### src/rtl/combat_controller_pkg.sv
// Shared encodings, tuning constants and helpers for combat_controller.
// Optional feature macro: BLOCK_GUARD_EN (blocking defenders take reduced damage).
package combat_controller_pkg;

   localparam int MAX_HEALTH    = 31;
   localparam int DAMAGE        = 4;
   localparam int REACH         = 12;
   localparam int Y_REACH       = 8;
   localparam int WINDUP_TICKS  = 3;
   localparam int RECOVER_TICKS = 10;
   localparam int KO_TICKS      = 120;

   localparam int HEALTH_W = 5;
   localparam int TIMER_W  = 4;
   localparam int KO_W     = 7;

   typedef enum logic [1:0] {
      ATK_IDLE    = 2'b00,
      ATK_WINDUP  = 2'b01,
      ATK_ACTIVE  = 2'b10,
      ATK_RECOVER = 2'b11
   } attack_state_t;

   typedef enum logic [1:0] {
      CHAR_IDLE   = 2'b00,
      CHAR_ATTACK = 2'b01,
      CHAR_HURT   = 2'b10,
      CHAR_KO     = 2'b11
   } char_state_t;

   typedef enum logic [1:0] {
      RND_FIGHT   = 2'b00,
      RND_KO      = 2'b01,
      RND_RESTART = 2'b10
   } round_state_t;

   typedef enum logic [1:0] {
      WIN_NONE = 2'b00,
      WIN_P1   = 2'b01,
      WIN_P2   = 2'b10,
      WIN_DRAW = 2'b11
   } winner_t;

   // Saturating subtract: health never wraps below zero, even if dmg exceeds it.
   function automatic logic [HEALTH_W-1:0] apply_damage(input logic [HEALTH_W-1:0] health,
                                                        input logic [7:0] dmg);
      logic [HEALTH_W-1:0] result;
      result = '0;
      if (8'(health) > dmg) result = health - dmg[HEALTH_W-1:0];
      return result;
   endfunction

   function automatic logic [7:0] abs8(input logic signed [7:0] v);
      logic [7:0] result;
      result = v[7] ? 8'(-v) : 8'(v);
      return result;
   endfunction

endpackage

### src/rtl/combat_controller_attack_fsm.sv
// Per-player attack sequencer: IDLE -> WINDUP -> ACTIVE (one tick) -> RECOVER -> IDLE.
module attack_fsm
   import combat_controller_pkg::*;
(
   input  logic clk,
   input  logic reset,
   input  logic tick,
   input  logic attack,
   input  logic enable,
   output logic active_now,
   output logic busy
);

   attack_state_t state;
   logic [TIMER_W-1:0] timer;

   // Losing enable (round left FIGHT) cancels any attack immediately, tick or not.
   always_ff @(posedge clk or posedge reset) begin
      if (reset) begin
         state <= ATK_IDLE;
         timer <= '0;
      end else if (!enable) begin
         state <= ATK_IDLE;
         timer <= '0;
      end else if (tick) begin
         case (state)
            ATK_IDLE: begin
               if (attack) begin
                  state <= ATK_WINDUP;
                  timer <= TIMER_W'(WINDUP_TICKS);
               end
            end
            ATK_WINDUP: begin
               timer <= timer - TIMER_W'(1);
               if (timer == TIMER_W'(1)) state <= ATK_ACTIVE;
            end
            ATK_ACTIVE: begin
               state <= ATK_RECOVER;
               timer <= TIMER_W'(RECOVER_TICKS);
            end
            ATK_RECOVER: begin
               timer <= timer - TIMER_W'(1);
               if (timer == TIMER_W'(1)) state <= ATK_IDLE;
            end
            default: state <= ATK_IDLE;
         endcase
      end
   end

   assign active_now = enable && tick && (state == ATK_ACTIVE);
   assign busy       = (state != ATK_IDLE);

endmodule

### src/rtl/combat_controller.sv
// Fight sequencer: two attack FSMs, hit check, health counters and round FSM.
// Optional feature macro: BLOCK_GUARD_EN adds p1_block/p2_block damage reduction.
module combat_controller
   import combat_controller_pkg::*;
(
   input  logic       clk,
   input  logic       reset,
   input  logic       tick,
   input  logic       p1_attack,
   input  logic       p2_attack,
   input  logic [6:0] p1_x,
   input  logic [6:0] p1_y,
   input  logic [6:0] p2_x,
   input  logic [6:0] p2_y,
`ifdef BLOCK_GUARD_EN
   input  logic       p1_block,
   input  logic       p2_block,
`endif
   output logic [4:0] health_l,
   output logic [4:0] health_r,
   output logic [1:0] p1_state,
   output logic [1:0] p2_state,
   output logic [1:0] round_state,
   output logic [1:0] winner
);

   round_state_t      round_q;
   winner_t           winner_q;
   logic [KO_W-1:0]   ko_count;
   logic              fight;
   logic              p1_busy, p2_busy, p1_active, p2_active;
   logic              hurt_l, hurt_r;
   logic signed [7:0] dx, dy;
   logic              in_range;
   logic              hit_on_l, hit_on_r;
   logic              guard_l, guard_r;
   logic [7:0]        dmg_l, dmg_r;

   assign fight = (round_q == RND_FIGHT);

   attack_fsm u_p1_fsm (
      .clk        (clk),
      .reset      (reset),
      .tick       (tick),
      .attack     (p1_attack),
      .enable     (fight),
      .active_now (p1_active),
      .busy       (p1_busy)
   );

   attack_fsm u_p2_fsm (
      .clk        (clk),
      .reset      (reset),
      .tick       (tick),
      .attack     (p2_attack),
      .enable     (fight),
      .active_now (p2_active),
      .busy       (p2_busy)
   );

   // Reach is symmetric, so one range test serves both attack directions.
   assign dx       = $signed({1'b0, p1_x}) - $signed({1'b0, p2_x});
   assign dy       = $signed({1'b0, p1_y}) - $signed({1'b0, p2_y});
   assign in_range = (abs8(dx) <= 8'(REACH)) && (abs8(dy) <= 8'(Y_REACH));

   assign hit_on_r = p1_active && in_range && fight;
   assign hit_on_l = p2_active && in_range && fight;

`ifdef BLOCK_GUARD_EN
   assign guard_l = p1_block && !p1_busy;
   assign guard_r = p2_block && !p2_busy;
`else
   assign guard_l = 1'b0;
   assign guard_r = 1'b0;
`endif

   assign dmg_l = guard_l ? 8'(DAMAGE >> 2) : 8'(DAMAGE);
   assign dmg_r = guard_r ? 8'(DAMAGE >> 2) : 8'(DAMAGE);

   // Both hits are applied independently so a same-tick trade damages both players.
   always_ff @(posedge clk or posedge reset) begin
      if (reset) begin
         health_l <= HEALTH_W'(MAX_HEALTH);
         health_r <= HEALTH_W'(MAX_HEALTH);
         hurt_l   <= 1'b0;
         hurt_r   <= 1'b0;
      end else if (round_q == RND_RESTART) begin
         health_l <= HEALTH_W'(MAX_HEALTH);
         health_r <= HEALTH_W'(MAX_HEALTH);
         hurt_l   <= 1'b0;
         hurt_r   <= 1'b0;
      end else begin
         if (tick) begin
            hurt_l <= 1'b0;
            hurt_r <= 1'b0;
         end
         if (hit_on_l) begin
            health_l <= apply_damage(health_l, dmg_l);
            hurt_l   <= !guard_l;
         end
         if (hit_on_r) begin
            health_r <= apply_damage(health_r, dmg_r);
            hurt_r   <= !guard_r;
         end
      end
   end

   always_ff @(posedge clk or posedge reset) begin
      if (reset) begin
         round_q  <= RND_FIGHT;
         winner_q <= WIN_NONE;
         ko_count <= '0;
      end else begin
         case (round_q)
            RND_FIGHT: begin
               if (health_l == '0 || health_r == '0) begin
                  round_q  <= RND_KO;
                  ko_count <= '0;
                  if (health_l == '0 && health_r == '0) winner_q <= WIN_DRAW;
                  else if (health_r == '0)               winner_q <= WIN_P1;
                  else                                   winner_q <= WIN_P2;
               end
            end
            RND_KO: begin
               if (tick) begin
                  if (ko_count == KO_W'(KO_TICKS - 1)) round_q <= RND_RESTART;
                  else                                 ko_count <= ko_count + KO_W'(1);
               end
            end
            default: begin
               round_q  <= RND_FIGHT;
               winner_q <= WIN_NONE;
               ko_count <= '0;
            end
         endcase
      end
   end

   // A KO'd player overrides everything; an attacking player never shows hurt.
   always_comb begin
      p1_state = CHAR_IDLE;
      p2_state = CHAR_IDLE;
      if (round_q == RND_KO && (winner_q == WIN_P2 || winner_q == WIN_DRAW)) p1_state = CHAR_KO;
      else if (p1_busy)                                                      p1_state = CHAR_ATTACK;
      else if (hurt_l)                                                       p1_state = CHAR_HURT;
      if (round_q == RND_KO && (winner_q == WIN_P1 || winner_q == WIN_DRAW)) p2_state = CHAR_KO;
      else if (p2_busy)                                                      p2_state = CHAR_ATTACK;
      else if (hurt_r)                                                       p2_state = CHAR_HURT;
   end

   assign round_state = round_q;
   assign winner      = winner_q;

endmodule

### config.mk
export PLATFORM = sky130hd
export DESIGN_NAME = combat_controller
export DESIGN_NICKNAME = d
export VERILOG_FILES = /design/src/rtl/combat_controller_pkg.sv /design/src/rtl/combat_controller_attack_fsm.sv /design/src/rtl/combat_controller.sv
export SDC_FILE = /design/constraint.sdc
export NUM_CORES = 1
export LEC_CHECK = 0
export CORE_UTILIZATION = 50
export CTS_CLUSTER_DIAMETER = 60
export DETAILED_ROUTE_END_ITERATION = 10
export PLACE_DENSITY = 0.73
export SLEW_MARGIN = 20
export SYNTH_ARGS = -nofsm -noshare
export SYNTH_HDL_FRONTEND = slang
export SYNTH_HIERARCHICAL = 1
export SYNTH_SLANG_ARGS = --single-unit
### constraint.sdc
create_clock -name clk -period 3.1 [get_ports clk]
set_input_delay 0.93 -clock clk [delete_from_list [all_inputs] [get_ports clk]]
set_output_delay 0.93 -clock clk [all_outputs]
set_load 0.1 [all_outputs]
# ---- Word-level counts from Yosys, hierarchy flattened
# Cells that the tools add are included.
dict set report op_classes {
  n_addsub 9
  magnitude_cmp 4
  eq_ne 25
  n_mux 51
  bitwise_logic 1
  reduce_logical 34
}
# cell n
set ops {}
lappend ops {{2-bit two-way mux} 22}
lappend ops {{5-bit two-way mux} 6}
lappend ops {{4-bit two-way mux} 6}
lappend ops {{4-bit case mux with 3 select lines} 2}
lappend ops {{7-bit two-way mux} 3}
lappend ops {{8-bit by 4-bit less-or-equal comparator with 1-bit output, second input constant} 2}
lappend ops {{8-bit two-way mux} 2}
lappend ops {{8-bit negation} 2}
lappend ops {{2-bit case mux with 4 select lines} 2}
lappend ops {{7-bit by 7-bit subtractor with 8-bit output} 2}
lappend ops {{2-bit equality test, second input constant} 7}
lappend ops {{7-bit case mux with 2 select lines} 1}
lappend ops {{3-bit by 2-bit inequality test with 1-bit output, second input constant} 4}
lappend ops {{1-bit logical AND} 11}
lappend ops {{5-bit by 3-bit greater-than comparator with 1-bit output, second input constant} 2}
lappend ops {{5-bit logical NOT} 2}
lappend ops {{5-bit by 3-bit subtractor with 5-bit output, second input constant} 2}
lappend ops {{2-bit by 1-bit equality test with 1-bit output, second input constant} 4}
lappend ops {{4-bit by 1-bit equality test with 1-bit output, second input constant} 2}
lappend ops {{2-bit inequality test, second input constant} 4}
lappend ops {{2-bit case mux with 2 select lines} 2}
lappend ops {{4-bit AND reduction} 2}
lappend ops {{2-bit nonzero test} 4}
lappend ops {{4-bit by 1-bit subtractor with 4-bit output, second input constant} 2}
lappend ops {{other kinds (12)} 26}
dict set report totals {
  register_bits 35
  input_bits 33
  out_inout_bits 18
  word_cells 135
}

# ---- Depth between registers and ports, before layout
# Gate-level depths: netlist of the first run.
dict set report depth {
  ltp_word 9
  depth_mapped 11
}

# ---- Cells and area by module
# Netlist of the first run, hierarchy kept.
# module instances cells_per_inst area_per_inst_um2 seq_area_each_um2
set by_module_without_submodules {}
lappend by_module_without_submodules {combat_controller 1 254 2102.0 535.5}
lappend by_module_without_submodules {attack_fsm 2 43 435.4 150.1}

# ---- Least setup slack after synthesis of the first run
# Ideal clock, no wire load.
dict set report synth_path {
  path_kind {flip-flop to output port}
  start {register u_p1_fsm.state[0]}
  end {output p1_state[1]}
  arrival_ns 2.897
  t_required_ns 2.170
  path_slack_ns -0.727
  stages_incl_launch_ff 5
  cell_sequence {dfrtp_1 > inv_1 > ha_1 > inv_1 > o21ai_0}
}
dict set report synth_via {
  elab_chain_len 3
}
# element line
set synth_lines {}
lappend synth_lines {{from (decl)} combat_controller_attack_fsm.sv:14} ;# attack_state_t state;
lappend synth_lines {{from (signal assigned)} combat_controller_attack_fsm.sv:20} ;# state <= ATK_IDLE;
lappend synth_lines {{from (signal assigned)} combat_controller_attack_fsm.sv:23} ;# state <= ATK_IDLE;
lappend synth_lines {{from (signal assigned)} combat_controller_attack_fsm.sv:29} ;# state <= ATK_WINDUP;
lappend synth_lines {{2-bit nonzero test} combat_controller_attack_fsm.sv:51} ;# assign busy = (state != ATK_IDLE);
lappend synth_lines {{net p1_busy} combat_controller.sv:31} ;# logic p1_busy, p2_busy, p1_active, p2_active;
lappend synth_lines {{2-bit two-way mux} combat_controller.sv:144} ;# else if (p1_busy) p1_state = CHAR_ATTACK;
lappend synth_lines {{2-bit two-way mux} combat_controller.sv:143} ;# if (round_q == RND_KO && (winner_q == WIN_P2 || winner_q == WIN_DRAW)) p1_state = CHAR_KO;
lappend synth_lines {{to (decl)} combat_controller.sv:21} ;# output logic [1:0] p1_state,
# The timed path passes the listed nets, and every way through them passes these cells.

# ---- Worst setup path in the final report of the first run
dict set report layout_path {
  start {input p1_y[0]}
  end {register health_l[2]}
}
dict set report layout_via {
  elab_chain_len 8
}
# element line
set layout_lines {}
lappend layout_lines {{from (decl)} combat_controller.sv:12} ;# input logic [6:0] p1_y,
lappend layout_lines {{7-bit by 7-bit subtractor with 8-bit output *} combat_controller.sv:63} ;# assign dy = $signed({1'b0, p1_y}) - $signed({1'b0, p2_y});
lappend layout_lines {{8-bit negation} combat_controller_pkg.sv:55} ;# result = v[7] ? 8'(-v) : 8'(v);
lappend layout_lines {{8-bit two-way mux *} combat_controller_pkg.sv:55}
lappend layout_lines {{8-bit by 4-bit less-or-equal comparator with 1-bit output *} combat_controller.sv:64} ;# assign in_range = (abs8(dx) <= 8'(REACH)) && (abs8(dy) <= 8'(Y_REACH));
lappend layout_lines {{1-bit logical AND *} combat_controller.sv:64}
lappend layout_lines {{1-bit logical AND * (2 in a row)} combat_controller.sv:67} ;# assign hit_on_l = p2_active && in_range && fight;
lappend layout_lines {{2-bit nonzero test (no line) *} n/a}
lappend layout_lines {{to (signal assigned)} combat_controller.sv:83} ;# health_l <= HEALTH_W'(MAX_HEALTH);
lappend layout_lines {{to (signal assigned)} combat_controller.sv:88} ;# health_l <= HEALTH_W'(MAX_HEALTH);
lappend layout_lines {{to (signal assigned)} combat_controller.sv:98} ;# health_l <= apply_damage(health_l, dmg_l);
lappend layout_lines {{to (decl)} combat_controller.sv:19} ;# output logic [4:0] health_l,
# Every way passes the cells marked *; elsewhere a longest branch is shown, timed or not.
# A chain may end at the register's enable or synchronous reset.

==> results of run 1 <==
## sequential cells by signal, summed over array words and instances (netlist names)
register / count
health_r: 4
u_p2_fsm/timer: 4
u_p1_fsm/timer: 4
round_state: 2
u_p2_fsm/state: 2
u_p1_fsm/state: 2
winner: 2
hurt_r: 1
health_l: 4
ko_count: 7
hurt_l: 1
## cells by family after synthesis
family | count (synthesis) | synth area share, %
XOR/XNOR | 14 | 4.12
AO/OA/AOI/OAI | 91 | 22.0
multiplexers | 5 | 1.94
buffers and inverters | 46 | 6.06
flip-flops | 33 | 28.1
AND/OR/NAND/NOR | 116 | 22.6
adder cells (fa/ha/maj) | 35 | 15.2
## what timing repair did
item	CTS	global route
endpoints found under the setup margin	10	10
pin swaps	28	34
buffers inserted	6	14
resized for setup	46	48
## layer usage
| metal | wire (um) | GRT usage [%] | up-vias |
|---|---|---|---|
| li1 | - | - | 1431 |
| met1 | 3190 | 28.4 | 1378 |
| met2 | 3970 | 46.6 | 59 |
| met3 | 204 | 2.30 | 16 |
| met4 | 159 | 6.36 | 0 |
| met5 | 0 | 0 | - |
## power by group
part	switching (W)	leakage, nW	internal, W
clock	0.000153	0.0585	0.000262
sequential	0.000109	0.407	0.000519
combinational	0.000706	1.73	0.000570
## worst max-delay path by stage
stage,start,endpoint,slack (ps),depth (start not counted)
global placement,p1_y[0],health_l[4]$_DFFE_PP1P_,-1090,12
detailed placement,p1_y[0],health_l[4]$_DFFE_PP1P_,-1200,12
global route,p1_y[0],health_l[2]$_DFFE_PP1P_,-500,13
CTS,p1_y[0],health_r[3]$_DFFE_PP1P_,-490,13
floorplan,p1_y[0],health_l[2]$_DFFE_PP1P_,-390,11
finish,p1_y[0],health_l[2]$_DFFE_PP1P_,-420,13
## area by class of cell
type / count / area [um2] / share of cell area, %
multi-input combinational: 261 / 2340 / 52.4
timing repair buffer: 108 / 918 / 20.5
sequential: 33 / 836 / 18.7
inverter: 42 / 170 / 3.81
tap: 72 / 90.1 / 2.01
clock buffer: 7 / 86.3 / 1.93
clock inverter: 1 / 30.0 / 0.672
## stage by stage
stage / instances / hold slack, ps / setup WS (ps) / util, % / power, W
detailed placement: 496 / 469 / -1200 / 69.1 / 0.00176
global route: 524 / 532 / -496 / 79.7 / 0.00249
CTS: 510 / 486 / -493 / 74.6 / 0.00224
floorplan: 340 / 447 / -386 / - / 0.00144
finish: 524 / 490 / -424 / 79.7 / 0.00232
global placement: 496 / 478 / -1090 / 69.1 / 0.00172
## critical path, delay by kind of cell
kind | cells | cell delay [ps]
muxes | 1 | 340
adders and majority gates | 2 | 480
AOI/OAI and AO/OA | 3 | 610
buffers and inverters | 3 | 240
and+or+nand+nor | 4 | 1130
## cells in the final DEF (no fill, tap or decap), drive strengths merged, types with 4 or more instances in the layout
| cell type | instances |
|---|---|
| clkbuf | 9 |
| a21oi | 19 |
| a22o | 6 |
| nor2b | 6 |
| nor3b | 5 |
| or3 | 6 |
| xnor2 | 7 |
| o21ai | 18 |
| nor3 | 5 |
| o211ai | 7 |
| a211o | 4 |
| nand2 | 26 |
| inv | 42 |
| dfstp | 8 |
| or2 | 6 |
| clkdlybuf4s50 | 19 |
| nand2b | 11 |
| dfrtp | 25 |
| buf | 78 |
| and3 | 6 |
| ha | 33 |
| a31oi | 5 |
| nor4 | 4 |
| xor2 | 7 |
| dlymetal6s2s | 6 |
| a21boi | 4 |
| nor2 | 26 |
| a21o | 9 |
==> impl_metrics.py, run 1 <==
metrics = {
    "die": {
        "fp.dieW_um": 79.1,
        "die_h_um": 79.1,
        "rows": 27,
        "dieArea_um2": 6260,
        "io_pins": 51,
        "initial_core_util_pct": 53.0,
        "core-area_um2": 5610,
    },
    "sta": {
        "fin_ws_ps": -424,
        "rsz0062_at_grt": "yes",
        "hold_viol": 0,
        "period_share_pct": 114,
        "period_minus_slack_ps": 3520,
        "drv_slew": 0,
        "fin_skew_ps": 6.75,
        "finalSetupViolCount": 10,
        "setup_tns_ps": -3270,
        "worstMarginPinSlew_ps": 779,
        "timing.fmax_mhz": 284,
        "timing.slew.headroom_pct": 48.0,
    },
    "clock_network": {
        "clk_latency_ps": 280,
        "clock-sinks": 33,
        "cts.clk_slew.worst_paths_ps": 70,
        "hold_buffers": 0,
        "htree_levels": 2,
        "clk_path_buf_depth": 2,
        "cts-root-buf": "clkbuf_8",
        "cts_tree": "done",
        "cts_buffers": 5,
    },
    "yosys": {
        "yosys_register_bits": 33,
        "synth_most_common_cell": "inv_1",
        "synth_cell_types": 63,
        "syn_nets": 408,
        "yosysSeqAreaShare_pct": 28.1,
        "netlist_instances": 340,
        "synthTopCellsByCount": "inv_1 (42), ha_1 (33), nand2_1 (26), nor2_1 (26), dfrtp_1 (25)",
        "yosysTopAreaCellShare_pct": 21.0,
        "synth_area_per_cell_um2": 8.74,
        "synth.area.top_cells": "dfrtp_1 (21%), ha_1 (14%), dfstp_2 (7.1%)",
        "syn_area_um2": 2970,
        "ys_async_sr_fraction_pct": 100,
        "synth-edff-count": 0,
        "synth_largest_area_cell": "dfrtp_1",
        "synthFlopType": "dfrtp_1",
        "yosysWarnings": 6,
    },
    "setup_path": {
        "crit_arrival_ps": 3720,
        "r2r_end": "ko_count[6]$_DFFE_PP0P_",
        "critPathMaxStageDelay_ps": 500,
        "cp.required_ps": 3290,
        "endpoint_kind": "flop",
        "crit_chain": "buf_8, inv_12, ha_4, fa_2, nand2b_4, buf_6, a21boi_4, nand2_2, or4_1, a211o_1, mux2_4, or3_4, o211ai_1",
        "worst-path-max-fanout": 8,
        "reg2reg_from": "health_l[3]$_DFFE_PP1P_",
        "reg2reg_setup_slack_ps": 870,
        "critPathKind": "in2reg",
        "slowest_stage": "or4_1",
        "startpoint_type": "input port",
        "rr_worst_depth": 9,
    },
    "place": {
        "dpl-instance-area_um2": 3870,
        "gp_congestion": 0.793,
        "dp_hpwl_mm": 5.27,
        "numPortBuffers": 50,
    },
    "routing": {
        "drt_iter0_drc": 85,
        "ant_nets": 0,
        "firstDrtPassIters": 4,
        "via_count": 2884,
        "viasPerCell": 5.50,
        "avgRoutedWirePerCell_um": 14.4,
        "drc": 0,
        "wl_mm": 7.53,
    },
    "power_and_ir_drop": {
        "cellLeakagePower_nw": 2.19,
        "power_density_nw_per_um2": 519,
        "worst_ir_drop_vdd_mv": 0.509,
    },
    "grt": {
        "antenna_found_initial": 0,
        "grt_use_total_pct": 24.3,
        "grt_pass1_wl_mm": 12.3,
        "grt_pass1_vias": 2872,
        "grt_max_degree": 22,
        "overflow": 0,
    },
    "flow_run": {
        "drv_cap": 0,
    },
    "hold_path": {
        "whs_endpoint": "hurt_r$_DFFE_PP0P_",
        "hold_path_class": "reg2reg",
        "hp-start": "hurt_r$_DFFE_PP0P_",
        "min_path_cells": 2,
    },
    "layout": {
        "synthToLayoutAreaGrowth_pct": 50.4,
        "final_layout_size_suffix_gt1_share_pct": 38.1,
        "final_area_um2": 4470,
        "fill_cells": 355,
        "final_nets": 519,
        "num_antenna_cells": 0,
    },
    "outcome": {
        "run_status": "complete, but fails checks",
        "violations": "negative setup slack",
    },
}
(Power assumes the default switching activity.)
==> run 2, diff against run 1 <==
--- a/config.mk
+++ b/config.mk
@@ -5,6 +5,7 @@
 export SDC_FILE = /design/constraint.sdc
 export NUM_CORES = 1
 export LEC_CHECK = 0
+export CAP_MARGIN = 25
 export CORE_UTILIZATION = 50
 export CTS_CLUSTER_DIAMETER = 60
 export DETAILED_ROUTE_END_ITERATION = 10
==> results of run 2 <==
The final DEF is identical to that of run 1; final timing and power are the same.
